--- src/rtl/register_file.sv ---
// Register file: 1 write port, 2 combinational read ports, optional hardwired-zero entry 0.
// Define REGISTER_FILE_BYPASS_EN to forward a same-cycle write to the read ports.
module register_file #(
   parameter int WIDTH    = 32,
   parameter int DEPTH    = 32,
   parameter int ADDR_W   = 5,
   parameter int ZERO_REG = 1
) (
   input  logic              clk,
   input  logic              reset,
   input  logic              wr_en,
   input  logic [ADDR_W-1:0] wr_addr,
   input  logic [WIDTH-1:0]  wr_data,
   input  logic [ADDR_W-1:0] rd_addr_a,
   output logic [WIDTH-1:0]  rd_data_a,
   input  logic [ADDR_W-1:0] rd_addr_b,
   output logic [WIDTH-1:0]  rd_data_b
);

   localparam int              IDX_W   = (DEPTH > 1) ? $clog2(DEPTH) : 1;
   localparam logic [ADDR_W:0] DEPTH_X = (ADDR_W + 1)'(DEPTH);

   logic [WIDTH-1:0] mem_q [DEPTH];
   logic [WIDTH-1:0] mem_d [DEPTH];
   logic             wr_hit;
   logic             rd_ok_a, rd_ok_b;
   logic             fwd_a, fwd_b;

   // An address is live if it maps to a real entry and is not the hardwired zero.
   function automatic logic addr_ok(input logic [ADDR_W-1:0] addr);
      return ({1'b0, addr} < DEPTH_X) && !((ZERO_REG != 0) && (addr == '0));
   endfunction

   assign wr_hit  = wr_en && addr_ok(wr_addr);
   assign rd_ok_a = addr_ok(rd_addr_a);
   assign rd_ok_b = addr_ok(rd_addr_b);

   // NOTE: next state is built with blocking assignments in always_comb; state updates use <= only.
   always_comb begin
      mem_d = mem_q;
      if (wr_hit) begin
         mem_d[wr_addr[IDX_W-1:0]] = wr_data;
      end
   end

   // NOTE: every entry is reset because reads of never-written entries must return zero.
   always_ff @(posedge clk) begin
      if (reset) begin
         for (int i = 0; i < DEPTH; i++) begin
            mem_q[i] <= '0;
         end
      end else begin
         mem_q <= mem_d;
      end
   end

`ifdef REGISTER_FILE_BYPASS_EN
   assign fwd_a = wr_hit && !reset && (rd_addr_a == wr_addr);
   assign fwd_b = wr_hit && !reset && (rd_addr_b == wr_addr);
`else
   assign fwd_a = 1'b0;
   assign fwd_b = 1'b0;
`endif

   always_comb begin
      rd_data_a = '0;
      rd_data_b = '0;
      if (fwd_a) begin
         rd_data_a = wr_data;
      end else if (rd_ok_a) begin
         rd_data_a = mem_q[rd_addr_a[IDX_W-1:0]];
      end
      if (fwd_b) begin
         rd_data_b = wr_data;
      end else if (rd_ok_b) begin
         rd_data_b = mem_q[rd_addr_b[IDX_W-1:0]];
      end
   end

endmodule

--- config.mk ---
export PLATFORM = sky130hd
export DESIGN_NAME = register_file
export DESIGN_NICKNAME = d
export VERILOG_FILES = /design/src/rtl/register_file.sv
export SDC_FILE = /design/constraint.sdc
export NUM_CORES = 2
export LEC_CHECK = 0
export CAP_MARGIN = 5
export CORE_MARGIN = 1
export CORE_UTILIZATION = 60
export CTS_CLUSTER_SIZE = 28
export DETAILED_ROUTE_END_ITERATION = 8
export GPL_TIMING_DRIVEN = 1
export PLACE_DENSITY = 0.8
export SETUP_SLACK_MARGIN = 0.4
export SLEW_MARGIN = 5
export SYNTH_ARGS = -nofsm -noshare
export SYNTH_HDL_FRONTEND = slang
export SYNTH_SLANG_ARGS = --single-unit
--- constraint.sdc ---
create_clock -name clk -period 5.74 [get_ports clk]
set_input_delay 1.435 -clock clk [delete_from_list [all_inputs] [get_ports clk]]
set_output_delay 1.435 -clock clk [all_outputs]
set_load 0.02 [all_outputs]
==> results.md <==
* Register area share after synthesis at 39.5%
* Largest regs: mem_q: 1024 flops
* Worst-Skew Late Latency at 0.71 ns
* PD cells at 273 mW/mm2
* Kind of critical path: input port to primary output
* Port bufs at around 110
* Area after DPL at 0.0544 mm2
* Fin Setup TNS at 0 ns
* Prevailing post-synth register cell: dfxtp_1
* Worst-path fanout max at 26
* Syn Std Cell Area at 0.0518 mm2
* Finish-stage setup viols at 0
* First-pass GRT wire length at 296000 um
* Pleak at 19.4 nW
* Syn Inst Count at a little under 6000
* Final ANT Viol Nets at 0
* Slew Viols, Final at 0
* Synth area leaders: dfxtp_1 (40%), mux4_2 (19%), nand2_1 (15%)
* Clk slew on worst S/H paths at 0.07 ns
* Seq cells post-synth at just over 1000
* Tcrit/Tclk final at 96.4%
* Die height at between 200 and 300 um
* Syn nets at 5911
* Core area at about 0.085 mm2
* Area growth syn-to-layout at 13.2%
* Req. time, crit path at about 4.3 ns
* Fmax at around 0.18 GHz
* Total track usage at 45.5%
* RSZ-0062 raised after global routing: yes
* Fin crit period at 5.53 ns
* Failing checks: capacitance limit
* Vias in the first global route at 47500
* Die width at a little under 300 um
* Status: finished with violations
* Routability Congestion at 1.00
* Fraction of registers with async set/reset at 0%
* Post-CTS Hold Buffers at 0
* First-pass DRT Iterations at 7
* Max-Cap Viols at 2
* Largest net degree at the start of global routing at 138
* GR Overflow Total at 0
* Clock sink total at 1024
* Final wirelength at approximately 200000 um
* Max-slew headroom at approximately 1.1%
* Detailed Place HPWL at 121000 um
* Post-synth top area share at 39.5%
* Num ports at 114
* Biggest register: mem_q
* Final instance area at 0.0587 mm2
* DR vias at around 50000
* Worst hold path type: register to register
* Initial DRC count at 9498
* Measured slew at the worst slew-check pin at 1.48 ns
* Clock Skew at 0 ns
* Synth cell count leaders: nand2_1 (2054), dfxtp_1 (1024), a21oi_1 (992)
* Via density at ~7.2
* Placement Rows at 107
* Largest register FFs at 1024
* # fillers at 6252
* Synth area leader: dfxtp_1
* DRC viols at 0
* Area of the die at about 0.09 mm2
* Synth Warn # at 0
* Netlist cell types at 38
* DR WL/cell at 29.2 um
* Post-Syn Area per Cell at approximately 9 um2
* Post-synth EDFFs at 0
* Crit path capture type: primary output
* Nets@finish at 5802
* CTS max path bufs at 3
* Startpoint Class: input port
* Max VDD drop at 0.226 mV
* Hold Vio Cnt, Final at 0
* Initial Utilization at 60.7%
* CTS tree: yes
* Share of post-route cells with drive strength above 1 at a little under a fifth
* Most numerous cell in the Yosys netlist: nand2_1
* Initial antenna violation count at 15
* Hold slack at 0.466 ns
* CTS root buffer: clkbuf_16
* CP Data Arrival Time at around 4.1 ns
* Num CTS Buffers at 103
* H-tree levels at 3
-- cell families after synthesis --
group                  share of synthesized area, %
and+or+nand+nor                                16.9
buffers and inverters                          5.63
AOI/OAI and AO/OA                              14.7
DFF                                            39.5
muxes                                          23.3
-- worst max-delay path, stage by stage --
cell and delay [ns]:
buf_16 0.17, nor2_4 0.95, buf_4 0.35, a221oi_1 0.10, o21ai_0 0.26, a311oi_2 0.23
clkdlybuf4s50_1 0.58
-- path summary, 6_finish.rpt --
check                     from      endpoint  slack [ns]  cells past startpoint
setup / recovery  rd_addr_b[1]  rd_data_b[4]        0.21                      7
hold / removal      mem_q[689]    mem_q[689]        0.47                      2
setup reg to reg    mem_q[266]    mem_q[266]        4.95                      2
hold reg to reg     mem_q[689]    mem_q[689]        0.47                      2
-- cells in the final DEF, fill, tap and decap left out, types with 15 or more instances in the layout --
master / netlist / routed
a311oi_2: 0 / 15
nand2_1: 2054 / 2040
a22oi_1: 64 / 59
a221oi_1: 44 / 43
o21ai_0: 86 / 66
o21ai_1: 23 / 35
mux2i_1: 128 / 128
clkbuf_8: 0 / 31
dfxtp_1: 1024 / 1024
nor2b_1: 102 / 98
dlymetal6s2s_1: 0 / 16
a21oi_1: 992 / 992
a211oi_1: 64 / 55
buf_4: 48 / 234
mux4_2: 448 / 448
clkbuf_16: 0 / 108
clkdlybuf4s50_1: 0 / 74
a311oi_1: 64 / 49
mux2_2: 64 / 64
buf_12: 2 / 46
clkinv_2: 0 / 23
-- per-layer routing --
metal / routed length, um / global-route usage [%] / part of all wire, %
met1: 65500 / 55.5 / 32
met2: 83200 / 63.1 / 41
met3: 37100 / 20.3 / 18
met4: 18000 / 33.7 / 8.8
met5: 360 / 1.94 / 0.18
-- per-stage QoR --
step | std cells | power, mW | setup slack [ns] | utilization (%)
floorplan | 5861 | 8.21 | 1.23 | -
global placement | 6776 | 8.83 | 0.0754 | 63.7
detailed placement | 6776 | 8.84 | 0.0326 | 63.7
CTS | 6971 | 15.8 | 0.348 | 68.2
global route | 6984 | 16.3 | 0.330 | 68.7
finish | 6991 | 16.1 | 0.209 | 68.7
-- where the power goes --
group | switching, mW | total (mW) | leakage, nW | internal (mW)
Clock | 3.07 | 7.21 | 1.78 | 4.14
Sequential | 0.0387 | 7.19 | 8.25 | 7.16
Combinational | 1.09 | 1.65 | 9.37 | 0.559
-- cell type report --
class | instances | area, um2 | area share [%]
tap | 1144 | 1430 | 2.44
multi-input combinational | 4217 | 28900 | 49.3
sequential | 1024 | 20500 | 34.9
timing repair buffer | 404 | 4210 | 7.17
clock buffer | 148 | 3080 | 5.24
clock inverter | 43 | 517 | 0.880
inverter | 2 | 10.0 | 0.0171
antenna | 9 | 22.5 | 0.0384
-- repair_timing --
| action | 4_1_cts | 5_1_grt |
|---|---|---|
| resized for setup | 55 | 60 |
| endpoints found under the setup margin | 54 | 51 |
| buffers inserted | 0 | 7 |
| gates cloned | 4 | 4 |
| pin swaps | 3 | 6 |
Power figures use the tool's default switching activity.
